File: src/rtl/fir_pkg.sv
// Shared types and constants for the FIR output requantizer.
// Contents:
//   FIR_OUT_W / SAMPLE_W : accumulator and output sample widths
//   SAT_MAX / SAT_MIN    : output clip limits
//   fir_acc_t, sample_t  : signed accumulator / output sample types
//   req_entry_t          : one buffered result {data, sat}
//   sat16()              : clip a wide shifted sum to a 16-bit sample
package fir_pkg;

  localparam int FIR_OUT_W = 40;
  localparam int SAMPLE_W  = 16;

  typedef logic signed [FIR_OUT_W-1:0] fir_acc_t;
  typedef logic signed [SAMPLE_W-1:0]  sample_t;

  localparam sample_t SAT_MAX = 16'sh7FFF;
  localparam sample_t SAT_MIN = 16'sh8000;

  typedef struct packed {
    sample_t data;
    logic    sat;
  } req_entry_t;

  // Limits widened to the rounded-sum width (size casts of signed values sign-extend).
  localparam logic signed [FIR_OUT_W:0] Q_MAX = (FIR_OUT_W + 1)'(SAT_MAX);
  localparam logic signed [FIR_OUT_W:0] Q_MIN = (FIR_OUT_W + 1)'(SAT_MIN);

  function automatic req_entry_t sat16(input logic signed [FIR_OUT_W:0] q);
    req_entry_t e;
    if (q > Q_MAX) begin
      e.data = SAT_MAX;
      e.sat  = 1'b1;
    end else if (q < Q_MIN) begin
      e.data = SAT_MIN;
      e.sat  = 1'b1;
    end else begin
      e.data = q[SAMPLE_W-1:0];
      e.sat  = 1'b0;
    end
    return e;
  endfunction

endpackage

File: src/rtl/fir_out_requant_if.sv
// Stream interface of the requantizer: 40-bit input stream and 16-bit output stream.
//   in_valid/in_ready/in_data           : accumulator samples into the block
//   out_valid/out_ready/out_data/out_sat: requantized samples out of the block
// master = upstream filter + downstream sink side, slave = the requantizer.
interface fir_out_requant_if;
  import fir_pkg::*;

  logic     in_valid;
  logic     in_ready;
  fir_acc_t in_data;
  logic     out_valid;
  logic     out_ready;
  sample_t  out_data;
  logic     out_sat;

  modport master (
    output in_valid, in_data, out_ready,
    input  in_ready, out_valid, out_data, out_sat
  );

  modport slave (
    input  in_valid, in_data, out_ready,
    output in_ready, out_valid, out_data, out_sat
  );
endinterface

File: src/rtl/fir_sync_fifo.sv
// Single-clock first-word-fall-through FIFO.
//   clk, rst_n : clock, asynchronous active-low reset (empties the FIFO)
//   wr_en/wr_data : write port; caller must never write when full
//   rd_en/rd_data : read port; rd_data shows the head entry, '0 while empty
//   empty, count  : status, count = number of stored entries
// Pointers carry one extra wrap bit: full = MSBs differ and index bits equal.
module fir_sync_fifo #(
  parameter type T     = logic,
  parameter int  DEPTH = 4
) (
  input  logic                       clk,
  input  logic                       rst_n,
  input  logic                       wr_en,
  input  T                           wr_data,
  input  logic                       rd_en,
  output T                           rd_data,
  output logic                       empty,
  output logic [$clog2(DEPTH):0]     count
);
  localparam int AW = $clog2(DEPTH);

  logic [AW:0] wr_ptr_q, wr_ptr_d;
  logic [AW:0] rd_ptr_q, rd_ptr_d;
  logic        full;
  T            mem_q [DEPTH];

  always_comb begin
    // NOTE: every combinational output gets a default first, so no path leaves it unassigned and no latch is inferred.
    wr_ptr_d = wr_ptr_q;
    rd_ptr_d = rd_ptr_q;
    if (wr_en)          wr_ptr_d = wr_ptr_q + 1'b1;
    if (rd_en && !empty) rd_ptr_d = rd_ptr_q + 1'b1;
  end

  assign empty   = (wr_ptr_q == rd_ptr_q);
  assign full    = (wr_ptr_q[AW] != rd_ptr_q[AW]) && (wr_ptr_q[AW-1:0] == rd_ptr_q[AW-1:0]);
  assign count   = wr_ptr_q - rd_ptr_q;
  assign rd_data = empty ? '0 : mem_q[rd_ptr_q[AW-1:0]];

  always_ff @(posedge clk or negedge rst_n) begin
    // NOTE: state registers use non-blocking assignments so every flop samples pre-edge values.
    if (!rst_n) begin
      wr_ptr_q <= '0;
      rd_ptr_q <= '0;
    end else begin
      wr_ptr_q <= wr_ptr_d;
      rd_ptr_q <= rd_ptr_d;
    end
  end

  // NOTE: storage is not reset; pointer reset makes its contents unreachable, and rd_data is forced to '0 while empty.
  always_ff @(posedge clk) begin
    if (wr_en) mem_q[wr_ptr_q[AW-1:0]] <= wr_data;
  end

  // Upstream credit accounting must make this impossible.
  a_no_write_when_full: assert property (@(posedge clk) disable iff (!rst_n) !(wr_en && full));

endmodule

File: src/rtl/fir_out_requant.sv
// FIR output requantizer: round half-up, arithmetic right shift by SHIFT,
// saturate to 16 bit, buffer in a DEPTH-entry FWFT FIFO.
//   clk, rst_n : clock, asynchronous active-low reset
//   bus        : fir_out_requant_if.slave (input and output streams)
//   sat_cnt    : saturation event counter, present only with FIR_REQ_SATCNT_EN
// Pipeline: S1 adds the rounding constant, S2 shifts and saturates, then
// the result is written to the FIFO. S1/S2 never stall; in_ready is granted
// only while FIFO occupancy plus in-flight samples leaves room, so the
// FIFO can always absorb what is in the pipe. in_ready depends on
// registers only (a read frees its credit one cycle later).
module fir_out_requant
  import fir_pkg::*;
#(
  parameter int SHIFT = 15,
  parameter int DEPTH = 4
) (
  input  logic                   clk,
  input  logic                   rst_n,
  fir_out_requant_if.slave       bus
`ifdef FIR_REQ_SATCNT_EN
  ,
  output logic [15:0]            sat_cnt
`endif
);
  localparam int AW = $clog2(DEPTH);
  localparam int CW = AW + 2;
  // Half an output LSB; zero when SHIFT is 0.
  localparam logic [FIR_OUT_W:0] ROUND = ((FIR_OUT_W + 1)'(1) << SHIFT) >> 1;

  logic                        s1_v_q, s1_v_d;
  logic signed [FIR_OUT_W:0]   s1_sum_q, s1_sum_d;
  logic                        s2_v_q, s2_v_d;
  req_entry_t                  s2_entry_q, s2_entry_d;

  logic                        in_ready;
  logic                        fifo_empty;
  logic [AW:0]                 fifo_count;
  logic [CW-1:0]               credits_used;
  req_entry_t                  head;

  assign credits_used = CW'(fifo_count) + CW'(s1_v_q) + CW'(s2_v_q);
  assign in_ready     = (credits_used < CW'(DEPTH));

  always_comb begin
    s1_v_d     = bus.in_valid && in_ready;
    s1_sum_d   = (FIR_OUT_W + 1)'(bus.in_data) + ROUND;
    s2_v_d     = s1_v_q;
    s2_entry_d = sat16(s1_sum_q >>> SHIFT);
  end

  always_ff @(posedge clk or negedge rst_n) begin
    if (!rst_n) begin
      s1_v_q     <= 1'b0;
      s1_sum_q   <= '0;
      s2_v_q     <= 1'b0;
      s2_entry_q <= '0;
    end else begin
      s1_v_q     <= s1_v_d;
      s1_sum_q   <= s1_sum_d;
      s2_v_q     <= s2_v_d;
      s2_entry_q <= s2_entry_d;
    end
  end

  fir_sync_fifo #(
    .T     (req_entry_t),
    .DEPTH (DEPTH)
  ) u_fifo (
    .clk     (clk),
    .rst_n   (rst_n),
    .wr_en   (s2_v_q),
    .wr_data (s2_entry_q),
    .rd_en   (bus.out_ready),
    .rd_data (head),
    .empty   (fifo_empty),
    .count   (fifo_count)
  );

  assign bus.in_ready  = in_ready;
  assign bus.out_valid = !fifo_empty;
  assign bus.out_data  = head.data;
  assign bus.out_sat   = head.sat;

`ifdef FIR_REQ_SATCNT_EN
  logic [15:0] sat_cnt_q, sat_cnt_d;

  // Counts at FIFO write time and sticks at all-ones.
  always_comb begin
    sat_cnt_d = sat_cnt_q;
    if (s2_v_q && s2_entry_q.sat && (sat_cnt_q != 16'hFFFF)) sat_cnt_d = sat_cnt_q + 16'd1;
  end

  always_ff @(posedge clk or negedge rst_n) begin
    if (!rst_n) sat_cnt_q <= '0;
    else        sat_cnt_q <= sat_cnt_d;
  end

  assign sat_cnt = sat_cnt_q;
`endif

endmodule

File: src/flat_wrapper.sv
// flat-port wrapper written by rule: the top's interface ports become plain ports
module fir_out_requant_flat import fir_pkg::*;
#(
  parameter int SHIFT = 15,
  parameter int DEPTH = 4
)
  (clk, rst_n, bus_in_valid, bus_in_data, bus_out_ready, bus_in_ready, bus_out_valid, bus_out_data, bus_out_sat);
  fir_out_requant_if bus_i ();
  input  logic clk;
  input  logic rst_n;
  input wire logic [$bits(bus_i.in_valid)-1:0] bus_in_valid;
  input wire logic [$bits(bus_i.in_data)-1:0] bus_in_data;
  input wire logic [$bits(bus_i.out_ready)-1:0] bus_out_ready;
  output wire logic [$bits(bus_i.in_ready)-1:0] bus_in_ready;
  output wire logic [$bits(bus_i.out_valid)-1:0] bus_out_valid;
  output wire logic [$bits(bus_i.out_data)-1:0] bus_out_data;
  output wire logic [$bits(bus_i.out_sat)-1:0] bus_out_sat;
  assign bus_i.in_valid = bus_in_valid;
  assign bus_i.in_data = bus_in_data;
  assign bus_i.out_ready = bus_out_ready;
  assign bus_in_ready = bus_i.in_ready;
  assign bus_out_valid = bus_i.out_valid;
  assign bus_out_data = bus_i.out_data;
  assign bus_out_sat = bus_i.out_sat;
  fir_out_requant #(.SHIFT(SHIFT), .DEPTH(DEPTH)) u_core (.clk(clk), .rst_n(rst_n), .bus(bus_i));
endmodule
File: config.mk
export PLATFORM = sky130hd
export DESIGN_NAME = fir_out_requant_flat
export DESIGN_NICKNAME = d
export VERILOG_FILES = /design/src/rtl/fir_pkg.sv /design/src/rtl/fir_out_requant_if.sv /design/src/rtl/fir_sync_fifo.sv /design/src/rtl/fir_out_requant.sv /design/src/flat_wrapper.sv
export SDC_FILE = /design/constraint.sdc
export NUM_CORES = 1
export LEC_CHECK = 0
export ABC_AREA = 1
export CAP_MARGIN = 20
export CELL_PAD_IN_SITES_DETAIL_PLACEMENT = 0
export CELL_PAD_IN_SITES_GLOBAL_PLACEMENT = 1
export CORE_AREA = 3 3 133 109
export DETAILED_ROUTE_END_ITERATION = 8
export DIE_AREA = 0 0 136 112
export PLACE_DENSITY = 0.72
export SLEW_MARGIN = 10
export SYNTH_ARGS = -nofsm -noshare
export SYNTH_HDL_FRONTEND = slang
export SYNTH_SLANG_ARGS = --single-unit
File: constraint.sdc
create_clock -name clk -period 1.85 [get_ports clk]
set_clock_uncertainty 0.1 [all_clocks]
set_input_delay 0.2775 -clock clk [delete_from_list [all_inputs] [get_ports clk]]
set_output_delay 0.2775 -clock clk [all_outputs]
set_load 0.02 [all_outputs]
==> Word-level counts from Yosys, hierarchy flattened <==
Memories as Yosys holds them, arrays and structs flattened.
Cells that the tools add are included.
{ "classes": {"n_addsub": 6, "multipliers": 0, "div_mod_pow": 0, "order_cmp": 3, "n_eq_ne": 1, "shift": 0, "mux": 5, "n_bitwise": 0, "reduce_logical": 3} }
{ "ops": {"columns": ["cell", "count"], "rows": [
  ["$mux W17", 3],
  ["$add A40 B16 Y41 const B", 1],
  ["$gt A26 B16 Y1 const B", 1],
  ["$lt A26 B16 Y1 const B", 1],
  ["$add A3 B1 Y3 const B", 2],
  ["$add A3 B1 Y4", 1],
  ["$add A4 B1 Y4", 1],
  ["$lt A4 B3 Y1 const B", 1],
  ["$eq A3 B3 Y1", 1],
  ["$sub A3 B3 Y3", 1],
  ["$logic_and A1 B1 Y1", 2],
  ["$mux W1", 2],
  ["$logic_not A1 Y1", 1]
]} }
{ "word_totals": {"register_bits": 66, "latchBits": 0, "mem_bits_rw": 68, "rom_bits": 0, "in_bits": 44, "out_inout_bits": 19, "word_cells": 26, "mem_count": 1} }
{ "mem_list": {"columns": ["name", "words", "width", "rd", "rd_ports_with_merged_regs", "write_ports", "line_no", "source"], "rows": [
  ["u_core.u_fifo.mem_q", 4, 17, 1, 0, 1, "fir_sync_fifo.sv:25", "T mem_q [DEPTH];"]
]} }

==> Logic depth before layout (Yosys ltp) <==
Gate-level depths: netlist of the first run.
{ "logic_depth": {"ltp_word": 5, "ltp_mapped": 8} }

==> Hierarchy <==
From an unflattened synthesis of the first run, not the netlist that was laid out.
{ "hier_totals": {"hier_cells": 556, "hier_area_um2": 5450.2} }
{ "modules_own_cells": {"columns": ["mod", "instances", "cells_each", "area_per_inst_um2", "seq_area_each_um2"], "rows": [
  ["fir_sync_fifo", 1, 303, 3329.4, 2192.1],
  ["fir_out_requant", 1, 253, 2120.8, 1126.1]
]} }

==> Worst setup path before layout of the first run <==
OpenSTA, ideal clock, no wires.
{ "synth_path": {"kind": "flip-flop to output port", "start": "register u_core.u_fifo.rd_ptr_q[1]", "end": "output bus_out_data[10]", "t_arrival_ps": 1841, "required_ps": 1472, "path_slack_ps": -369, "stages_incl_launch_ff": 9, "cell_sequence": "dfrtp_1 -> buf_2 -> inv_2 -> buf_2 -> ha_1 -> nand3_2 -> inv_4 -> buf_6 -> a21oi_1"} }
{ "synth_via": {"elab_chain_len": 2, "elab_cells_between_ends": 3, "classes_between": "eq/ne: 1; mux: 1; memory: 1"} }
{ "synth_lines": {"columns": ["element", "line_no", "source"], "rows": [
  ["start: declaration", "fir_sync_fifo.sv:23", "logic [AW:0] rd_ptr_q, rd_ptr_d;"],
  ["start signal: assignment", "fir_sync_fifo.sv:47", "rd_ptr_q <= rd_ptr_d;"],
  ["$mem_v2 Z4 W17 or $eq A3 B3 Y1 (tied branches)", null, null],
  ["$mux W17 (*)", "fir_sync_fifo.sv:38", "assign rd_data = empty ? '0 : mem_q[rd_ptr_q[AW-1:0]];"],
  ["end: declaration", "flat_wrapper.sv:16", "output wire logic [$bits(bus_i.out_data)-1:0] bus_out_data;"]
]} }
Mark *: on every way between the ends. The rest lies on a longest branch, timed or not.

==> Worst setup path in the final report of the first run <==
{ "layout_path": {"start": "register u_core.u_fifo.rd_ptr_q[0]", "end": "output bus_in_ready"} }
{ "layout_via": {"elab_chain_len": 4} }
{ "layout_lines": {"columns": ["element", "line_no", "source"], "rows": [
  ["$sub A3 B3 Y3", "fir_sync_fifo.sv:37", "assign count = wr_ptr_q - rd_ptr_q;"],
  ["$add A3 B1 Y4", "fir_out_requant.sv:41", "assign credits_used = CW'(fifo_count) + CW'(s1_v_q) + CW'(s2_v_q);"],
  ["$add A4 B1 Y4", "fir_out_requant.sv:41", null],
  ["$lt A4 B3 Y1", "fir_out_requant.sv:42", "assign in_ready = (credits_used < CW'(DEPTH));"],
  ["end: declaration", "flat_wrapper.sv:14", "output wire logic [$bits(bus_i.in_ready)-1:0] bus_in_ready;"]
]} }
No other way between the ends.

==> results of run 1 <==
==> synth_stat cells (2+ instances only) <==
master,count
nand2_1,122
clkbuf_2,2
clkbuf_1,3
a21oi_1,19
xnor2_1,8
inv_1,26
nor2_1,115
dfrtp_1,51
buf_2,8
o21ai_0,35
nor2_2,3
edfxtp_1,68
nand3_1,17
ha_1,9
xor2_1,12
==> worst max-delay path, cell delays in order (launching register included) <==
cell and delay (ns):
dfrtp_1 0.43, ha_4 0.31, inv_1 0.07, ha_4 0.22, a21oi_4 0.17, nor2_4 0.05
nor2_2 0.09, buf_6 0.12
==> worst min-delay path by stage <==
stage / start / end / slack, ns / cells past startpoint
3_3_place_gp: rst_n / u_core.u_fifo.wr_ptr_q[0] / 0.11 / 1
6_report: rst_n / u_core.u_fifo.wr_ptr_q[0] / 0.22 / 2
3_5_place_dp: rst_n / u_core.u_fifo.wr_ptr_q[0] / 0.12 / 1
5_1_grt: rst_n / u_core.u_fifo.wr_ptr_q[0] / 0.25 / 2
4_1_cts: rst_n / u_core.u_fifo.wr_ptr_q[0] / 0.21 / 2
2_1_floorplan: rst_n / u_core.s1_sum_q[15] / -0.12 / 0
==> per-layer routing <==
layer  global-route usage  up-vias
met3               0.0352       10
met4               0.0544        0
li1                     -     1896
met1                0.237     1859
met2                0.287       77
met5                    0        -
==> cell type report <==
cell class / count / area share
multi-input combinational: 346 / 0.297
clock inverter: 15 / 0.0214
tap: 180 / 0.0289
timing repair buffer: 109 / 0.157
sequential: 119 / 0.426
clock buffer: 17 / 0.0546
inverter: 28 / 0.0153
==> state kept, by name, indices dropped and copies added, names as in the netlist <==
name,count
u_core.s2_entry_q,17
u_core.s1_sum_q,26
u_core.u_fifo.wr_ptr_q,3
u_core.u_fifo.rd_ptr_q,3
u_core.u_fifo.mem_q,68
u_core.s2_v_q,1
u_core.s1_v_q,1
==> logic make-up after synthesis <==
kind of cell | after synthesis | share of synthesized area
AO/OA/AOI/OAI | 56 | 0.0567
XOR/XNOR | 20 | 0.0342
adder cells (fa/ha/maj) | 10 | 0.0259
buffers and inverters | 43 | 0.0367
flip-flops | 119 | 0.648
AND/OR/NAND/NOR | 260 | 0.198
==> power by group through the flow <==
| stage | logic [uW] | registers, uW | clock network, uW |
|---|---|---|---|
| 2_1_floorplan | 2740 | 3400 | 0 |
| 3_3_place_gp | 4650 | 3400 | 0 |
| 3_5_place_dp | 4750 | 3420 | 0 |
| 4_1_cts | 6160 | 3430 | 3310 |
| 5_1_grt | 7330 | 3500 | 3430 |
| 6_report | 6910 | 3470 | 3250 |
==> through the flow <==
stage                     hold slack (ns)  instance area [um^2]  std cells  setup TNS, ns
final                               0.220                  7790        814          -5.68
after global routing                0.245                  7790        814          -6.74
after CTS                           0.215                  7480        811          -5.93
after detailed placement            0.115                  6340        768          -6.67
after global placement              0.107                  6340        768          -5.73
after floorplan                    -0.118                  5290        508         -0.103
==> repair_timing <==
action                                  CTS  global route
hold buffers                              1             0
setup buffers                             6             3
cloned                                    5             1
hold endpoints to repair                 14             0
resized for setup                       225            68
pin swaps                                27            40
endpoints found under the setup margin   19            19
==> flow_metrics.env, run 1 <==
export IMPL_num_antenna_cells=0
export IMPL_hold_class="primary input to asynchronous set/reset pin"
export IMPL_wl_met2_mm=6.36
export IMPL_worst_setup_path_end_kind="output pin"
export IMPL_floorplan_initialDensity=0.382
export IMPL_synth_cell_types=25
export IMPL_numnets_final=675
export IMPL_synth_largest_area_cell="edfxtp_1"
export IMPL_worst_slew_pin_transition_ns=0.388
export IMPL_ys_warn_count=0
export IMPL_status="finished, violations left"
export IMPL_floorplan_die_area_um2=15200
export IMPL_post_route_cells_drive_above_1_share=0.339
export IMPL_routed_via_density=4.72
export IMPL_sequential_cell_area_um2=3320
export IMPL_fillers=1047
export IMPL_r2r_setup_slack_ns=0.06
export IMPL_cp_startpoint="u_core.u_fifo.rd_ptr_q[0]"
export IMPL_dpl_hpwl_mm=8.22
export IMPL_routed_wirelength_mm=12.9
export IMPL_power_switching_uw=5090
export IMPL_p_int_uw=8530
export IMPL_coreArea_um2=13400
export IMPL_seq_power_share=0.255
export IMPL_via_count_of_the_first_global_routing_pass=4049
export IMPL_place_port_buffers=48
export IMPL_route_detailed_wl_per_inst_um=15.8
export IMPL_tritoncts="built"
export IMPL_worst_slew_margin_rel=0.742
export IMPL_cts_path_max_buffers=2
export IMPL_layout_cells_most_common_list="122 x nand2_1, 73 x nor2_1, 68 x edfxtp_1"
export IMPL_setup_viol=19
export IMPL_critical_path_arrival_ns=1.87
export IMPL_fmaxAchievable_mhz=446
export IMPL_synth_register_bits=119
export IMPL_layout_commonest_cell="nand2_1"
export IMPL_post_synthesis_instance_total=508
export IMPL_topRoutingLayerUsed="met4"
export IMPL_violations_in_the_final_reports="negative setup slack"
export IMPL_clk_latency_ns=0.40
export IMPL_critical_path_startpoint_type="register"
export IMPL_dr_total_vias=3842
export IMPL_core_rowCount=38
export IMPL_power_static_leakage_uw=0.00306
export IMPL_reg_to_reg_end="u_core.s1_v_q"
export IMPL_vdd_drop_max_v=0.00114
export IMPL_ys_seq_area_frac=0.648
export IMPL_numClockSinks=119
export IMPL_sw_frac_of_total=0.374
export IMPL_yosys_area_top_type_share=0.399
export IMPL_grt_pass1_wl_mm=20.6
export IMPL_final_util=0.581
export IMPL_die_extent_in_y_um=112
export IMPL_synth_async_sr_flop_share=0.429
export IMPL_postSynth_topFlopCell="edfxtp_1"
export IMPL_m1WireLength_mm=5.99
export IMPL_area_growth_synth_to_final_pct=52.3
export IMPL_routed_wl_met3_um=367
export IMPL_chipWidth_um=136
export IMPL_ctsHtreeMaxLevel=4
export IMPL_globalRouteOverflowTotal=0
export IMPL_timing_final_crit_period_ns=2.24
export IMPL_drt_pass1_iter_count=4
export IMPL_first_iter_violations=177
export IMPL_min_setup_slack_post_route_ns=-0.393
export IMPL_io_count=63
export IMPL_worst_r2r_path_depth=7
export IMPL_timing_hold_violations_final=0
export IMPL_largest_net_degree_at_the_start_of_global_routing=24
export IMPL_timing_final_crit_share=1.21
export IMPL_timing_max_cap_violations=0
export IMPL_clock_power_share=0.238
export IMPL_final_max_slew_violation_count=0
export IMPL_ys_top_cells_by_area="edfxtp_1 40%, dfrtp_1 25%, nand2_1 8.9%"
export IMPL_globalplace_congestion=0.831
export IMPL_multi_input_comb_area_um2=2320
export IMPL_ant_nets=0
export IMPL_grt_total_usage=0.176
export IMPL_endpoint="bus_in_ready"
export IMPL_required_time_worst_endpoint_ns=1.47
export IMPL_power_combinational_fraction=0.507
export IMPL_power_after_layout_uw=13600
export IMPL_clockRootBuffer="clkbuf_16"
export IMPL_antenna_found_initial=0
export IMPL_syn_area_per_cell_um2=10.1
export IMPL_cts_clk_slew_worst_paths_ns=0.06
export IMPL_grt_setup_unrepaired="yes"
export IMPL_mappedNetlistArea_um2=5120
export IMPL_numCtsBuffers=17
export IMPL_detail_route_drc_violations=0
export IMPL_nets_in_the_synthesized_netlist=562
export IMPL_timing_worst_setup_path_type="register to output pin"
export IMPL_power_per_cell_area_nw_per_um2=1750
export IMPL_detailedPlace_worstSlack_ns=-0.489
export IMPL_synth_edf_count=68
export IMPL_startpoint_of_the_worst_register_to_register_path="u_core.u_fifo.rd_ptr_q[0]"
export IMPL_cp_max_fo=2
Note: power is estimated with default switching activity, not from simulation.
==> inputs of run 2 (changes only) <==
--- a/config.mk
+++ b/config.mk
@@ -13,6 +13,7 @@
 export DETAILED_ROUTE_END_ITERATION = 8
 export DIE_AREA = 0 0 136 112
 export PLACE_DENSITY = 0.72
+export SKIP_CTS_REPAIR_TIMING = 1
 export SLEW_MARGIN = 10
 export SYNTH_ARGS = -nofsm -noshare
 export SYNTH_HDL_FRONTEND = slang
==> run 2 against run 1 <==
- the run still ends with negative setup slack left
- count of clock-buffer cells in the layout is the same
- worst setup slack gained 0.0069 ns
- critical endpoint unchanged
- via count shrank 3.5%
- global-route usage shrank 1.5 points
- final cell count shrank 1.5%
- first-iteration DRC count grew 13%
- fmax grew 0.31%
- sequential power shrank 2%
- power shrank 17%
- clock power is essentially flat
- critical path depth grew 1
- combinational power shrank 33%
==> flow_metrics.env, run 2 (synthesis gave the netlist of run 1 again) <==
export IMPL_timing_max_cap_violations=0
export IMPL_globalplace_congestion=0.831
export IMPL_cp_cell_sequence="inv_2 > ha_4 > inv_1 > fa_1 > inv_1 > nor2_2 > nor2_2 > buf_6"
export IMPL_area_growth_synth_to_final_pct=35.4
export IMPL_r2r_setup_slack_ns=0.20
export IMPL_clockRootBuffer="clkbuf_16"
export IMPL_status="finished, violations left"
export IMPL_chipWidth_um=136
export IMPL_worst_path_buf_inv=4
export IMPL_final_max_slew_violation_count=0
export IMPL_finalHoldWorstSlack_ns=0.219
export IMPL_dr_total_vias=3707
export IMPL_layout_cells_most_common_list="122 x nand2_1, 113 x nor2_1, 68 x edfxtp_1"
export IMPL_violations_in_the_final_reports="negative setup slack"
export IMPL_num_antenna_cells=0
export IMPL_antenna_found_initial=0
export IMPL_startpoint_of_the_worst_register_to_register_path="u_core.u_fifo.wr_ptr_q[0]"
export IMPL_worst_slew_margin_rel=0.761
export IMPL_timing_final_crit_period_ns=2.24
export IMPL_largest_net_degree_at_the_start_of_global_routing=31
export IMPL_crit_family="adder cells"
export IMPL_numCtsBuffers=17
export IMPL_detail_route_drc_violations=0
export IMPL_globalRouteOverflowTotal=0
export IMPL_worst_r2r_path_depth=8
export IMPL_crit_cells=8
export IMPL_largest_register_ff_count=68
export IMPL_floorplan_initialDensity=0.382
export IMPL_required_time_worst_endpoint_ns=1.47
export IMPL_fmaxAchievable_mhz=447
export IMPL_fin_setup_tns_ns=-5.77
export IMPL_min_setup_slack_post_route_ns=-0.386
export IMPL_via_count_of_the_first_global_routing_pass=3829
export IMPL_grt_pass1_wl_mm=19.1
export IMPL_critical_path_arrival_ns=1.86
export IMPL_grt_setup_unrepaired="yes"
export IMPL_power_static_leakage_uw=0.00284
export IMPL_drt_pass1_iter_count=5
export IMPL_critical_path_startpoint_type="register"
export IMPL_dpl_hpwl_mm=8.22
export IMPL_core_rowCount=38
export IMPL_tritoncts="built"
export IMPL_post_route_cells_drive_above_1_share=0.207
export IMPL_hold_class="primary input to asynchronous set/reset pin"
export IMPL_io_count=63
export IMPL_cp_slowest_stage_delay_ns=0.48
export IMPL_cts_clk_slew_worst_paths_ns=0.06
export IMPL_die_extent_in_y_um=112
export IMPL_power_per_cell_area_nw_per_um2=1620
export IMPL_timing_hold_violations_final=0
export IMPL_route_detailed_wl_per_inst_um=14.3
export IMPL_first_iter_violations=200
export IMPL_worst_setup_path_end_kind="output pin"
export IMPL_routed_via_density=4.62
export IMPL_routed_wirelength_mm=11.4
export IMPL_endpoint="bus_in_ready"
export IMPL_clk_latency_ns=0.40
export IMPL_grt_total_usage=0.161
export IMPL_timing_final_crit_share=1.21
export IMPL_timing_worst_setup_path_type="register to output pin"
export IMPL_vdd_drop_max_v=0.000681
export IMPL_ctsHtreeMaxLevel=4
export IMPL_cp_startpoint="u_core.u_fifo.wr_ptr_q[0]"
export IMPL_worst_slew_pin_transition_ns=0.354
export IMPL_cts_path_max_buffers=2
export IMPL_numClockSinks=119
export IMPL_reg_to_reg_end="u_core.s1_v_q"
export IMPL_floorplan_die_area_um2=15200
export IMPL_cpMaxStageDelayCell="fa_1"
export IMPL_ant_nets=0
export IMPL_setup_viol=19
export IMPL_layout_commonest_cell="nand2_1"
export IMPL_cp_max_fo=2
export IMPL_place_port_buffers=48
export IMPL_coreArea_um2=13400
export IMPL_numnets_final=663
## run 2: worst min-delay path by stage
stage | to | cells past startpoint | slack [ns]
3_5_place_dp | u_core.u_fifo.wr_ptr_q[0] | 1 | 0.12
3_3_place_gp | u_core.u_fifo.wr_ptr_q[0] | 1 | 0.11
6_report | u_core.u_fifo.wr_ptr_q[0] | 2 | 0.22
2_1_floorplan | u_core.s1_sum_q[15] | 0 | -0.12
5_1_grt | u_core.u_fifo.wr_ptr_q[0] | 2 | 0.25
4_1_cts | u_core.u_fifo.wr_ptr_q[0] | 1 | -0.32
## run 2: cell type report
class | count | area, um^2
fillers | 1184 | 6480
flip-flops and latches | 119 | 3320
multi-input cells | 346 | 1790
repair buffers | 97 | 891
clock buffers | 17 | 425
well taps | 180 | 225
clock inverters | 15 | 166
inverters | 28 | 110
## run 2: routing by layer
layer,share of wire,global-route usage,routed length [um],up-vias
li1,-,-,-,1865
met5,0,0,0,-
met3,0.038,0.0348,432,14
met2,0.46,0.247,5210,89
met1,0.49,0.229,5650,1739
met4,0.013,0.0531,147,0
## run 2: stage by stage
step	std cells	setup WS, ns	cell area (um^2)	total power, uW	utilization
final	802	-0.386	6930	11300	0.517
after global routing	802	-0.447	6930	11900	0.517
after CTS	800	-0.932	6930	11500	0.517
after detailed placement	768	-0.489	6340	8170	0.473
after global placement	768	-0.423	6340	8050	0.473
after floorplan	508	-0.0203	5290	6140	-
## run 2: power by group
group / total (uW) / internal (uW) / switching [uW]
sequential: 3390 / 3220 / 171
clock: 3240 / 2010 / 1230
combinational: 4610 / 1950 / 2660
total: 11300 / 7190 / 4060
==> inputs of run 3 (changes only) <==
--- a/config.mk
+++ b/config.mk
@@ -9,10 +9,10 @@
 export CAP_MARGIN = 20
 export CELL_PAD_IN_SITES_DETAIL_PLACEMENT = 0
 export CELL_PAD_IN_SITES_GLOBAL_PLACEMENT = 1
-export CORE_AREA = 3 3 133 109
+export CORE_AREA = 3 3 119 121
 export DETAILED_ROUTE_END_ITERATION = 8
-export DIE_AREA = 0 0 136 112
-export PLACE_DENSITY = 0.72
+export DIE_AREA = 0 0 122 124
+export PLACE_DENSITY = 0.73
 export SKIP_CTS_REPAIR_TIMING = 1
 export SLEW_MARGIN = 10
 export SYNTH_ARGS = -nofsm -noshare
==> run 3 against run 2 <==
- the run still ends with negative setup slack left
- worst setup slack improved by 0.016 ns
- fmax increased by 0.71%
- non-clock buffer count is 1 lower
- critical endpoint unchanged
==> flow_metrics.env, run 3 (synthesis gave the netlist of run 1 again) <==
export IMPL_post_route_cell_area_um2=7080
export IMPL_core_rowCount=42
export IMPL_fmaxAchievable_mhz=450
export IMPL_fin_setup_tns_ns=-4.62
export IMPL_globalRouteOverflowTotal=0
export IMPL_grt_pass1_wl_mm=18.6
export IMPL_violations_in_the_final_reports="negative setup slack"
export IMPL_largest_register_ff_count=68
export IMPL_multi_input_comb_area_um2=1930
export IMPL_placed_cell_area_um2=6260
export IMPL_power_per_cell_area_nw_per_um2=1620
export IMPL_critical_path_startpoint_type="register"
export IMPL_power_static_leakage_uw=0.00286
export IMPL_status="finished, violations left"
export IMPL_cts_path_max_buffers=2
export IMPL_num_antenna_cells=0
export IMPL_ctsHtreeMaxLevel=4
export IMPL_ant_nets=0
export IMPL_cp_slowest_stage_delay_ns=0.47
export IMPL_worst_path_buf_inv=4
export IMPL_vdd_drop_max_v=0.000808
export IMPL_fillers=1145
export IMPL_via_count_of_the_first_global_routing_pass=3856
export IMPL_startpoint_of_the_worst_register_to_register_path="u_core.u_fifo.rd_ptr_q[0]"
export IMPL_timing_worst_setup_path_type="register to output pin"
export IMPL_dr_total_vias=3701
export IMPL_dpl_hpwl_mm=7.70
export IMPL_final_util=0.536
export IMPL_routed_via_density=4.65
export IMPL_drt_pass1_iter_count=4
export IMPL_layout_commonest_cell="nand2_1"
export IMPL_post_route_cells_drive_above_1_share=0.247
export IMPL_cp_startpoint="u_core.u_fifo.wr_ptr_q[0]"
export IMPL_numClockSinks=119
export IMPL_sequential_cell_area_um2=3320
export IMPL_chipWidth_um=122
export IMPL_timing_final_crit_period_ns=2.22
export IMPL_setup_viol=19
export IMPL_worst_slew_margin_rel=0.806
export IMPL_first_iter_violations=200
export IMPL_floorplan_die_area_um2=15100
export IMPL_crit_family="adder cells"
export IMPL_cpMaxStageDelayCell="fa_1"
export IMPL_clk_latency_ns=0.40
export IMPL_clockRootBuffer="clkbuf_16"
export IMPL_cts_clk_slew_worst_paths_ns=0.05
export IMPL_timing_max_cap_violations=0
export IMPL_place_port_buffers=48
export IMPL_detailedPlace_worstSlack_ns=-0.419
export IMPL_globalplace_congestion=0.918
export IMPL_io_count=63
export IMPL_finalHoldWorstSlack_ns=0.289
export IMPL_die_extent_in_y_um=124
export IMPL_coreArea_um2=13200
export IMPL_largest_net_degree_at_the_start_of_global_routing=52
export IMPL_area_growth_synth_to_final_pct=38.2
export IMPL_detail_route_drc_violations=0
export IMPL_timing_hold_violations_final=0
export IMPL_cp_cell_sequence="inv_2 > ha_4 > inv_2 > fa_1 > inv_1 > nor2_2 > nor2_2 > buf_6"
export IMPL_grt_setup_unrepaired="yes"
export IMPL_layout_cells_most_common_list="122 x nand2_1, 97 x nor2_1, 68 x edfxtp_1"
export IMPL_grt_total_usage=0.163
export IMPL_critical_path_arrival_ns=1.84
export IMPL_min_setup_slack_post_route_ns=-0.370
export IMPL_hold_class="primary input to asynchronous set/reset pin"
export IMPL_antenna_found_initial=0
export IMPL_numnets_final=662
export IMPL_worst_setup_path_end_kind="output pin"
export IMPL_route_detailed_wl_per_inst_um=14.6
export IMPL_required_time_worst_endpoint_ns=1.47
export IMPL_final_max_slew_violation_count=0
export IMPL_worst_slew_pin_transition_ns=0.291
export IMPL_tritoncts="built"
export IMPL_timing_final_crit_share=1.20
export IMPL_numCtsBuffers=17
export IMPL_routed_wirelength_mm=11.6
export IMPL_cp_max_fo=2
export IMPL_floorplan_initialDensity=0.388
[run 3: cell count changes in the layout (fill, tap and decap cells not counted), moves of 3 or more]
cell | previous run | this run
clkinv_2 | 2 | 5
buf_6 | 4 | 13
clkbuf_2 | 12 | 3
nor2_2 | 5 | 12
o21ai_1 | 14 | 11
clkbuf_1 | 0 | 7
nor2_4 | 0 | 9
o21ai_2 | 1 | 16
inv_6 | 6 | 0
buf_4 | 42 | 37
o21ai_0 | 21 | 9
nor2_1 | 113 | 97
[run 3: through the flow]
step	total power [uW]	instances
final	11500	796
after global routing	12100	796
after CTS	10800	786
after detailed placement	8060	755
after global placement	7960	755
after floorplan	6140	508
[run 3: area by class of cell]
type,instances,area share
clock buffer,26,0.0677
clock inverter,5,0.00354
inverter,28,0.0156
multi-input combinational,346,0.273
sequential,119,0.469
tap,176,0.0311
timing repair buffer,96,0.140
[run 3: worst reg2reg max path: cells and delay by family, from the launching register on]
family	cells	cell delay, ns
compound gates	1	0.14
flops	1	0.42
buf+inv	2	0.20
fa+ha+maj	2	0.52
simple gates	2	0.24
[run 3: power by group]
group          internal (uW)  switching [uW]  leakage [uW]  total (uW)
clock network           1750             978      0.000252        2730
logic                   2390            2930       0.00141        5320
registers               3230             183       0.00120        3410
[run 3: final timing paths]
path | to | slack (ns) | cells after the start
hold reg to reg | u_core.s2_v_q | 0.30 | 0
setup / recovery | bus_in_ready | -0.37 | 8
setup reg to reg | u_core.s1_v_q | 0.15 | 7
max in group asynchronous | u_core.s2_entry_q[8] | 1.11 | 3
min in group clk | u_core.s2_v_q | 0.30 | 0
hold / removal | u_core.s1_v_q | 0.29 | 3
[run 3: metal layers]
metal  track usage  vias up  part of all wire
met3        0.0409       22             0.041
met2         0.276       97              0.50
met5             0        -                 0
li1              -     1859                 -
met4        0.0707        0             0.024
met1         0.200     1723              0.43
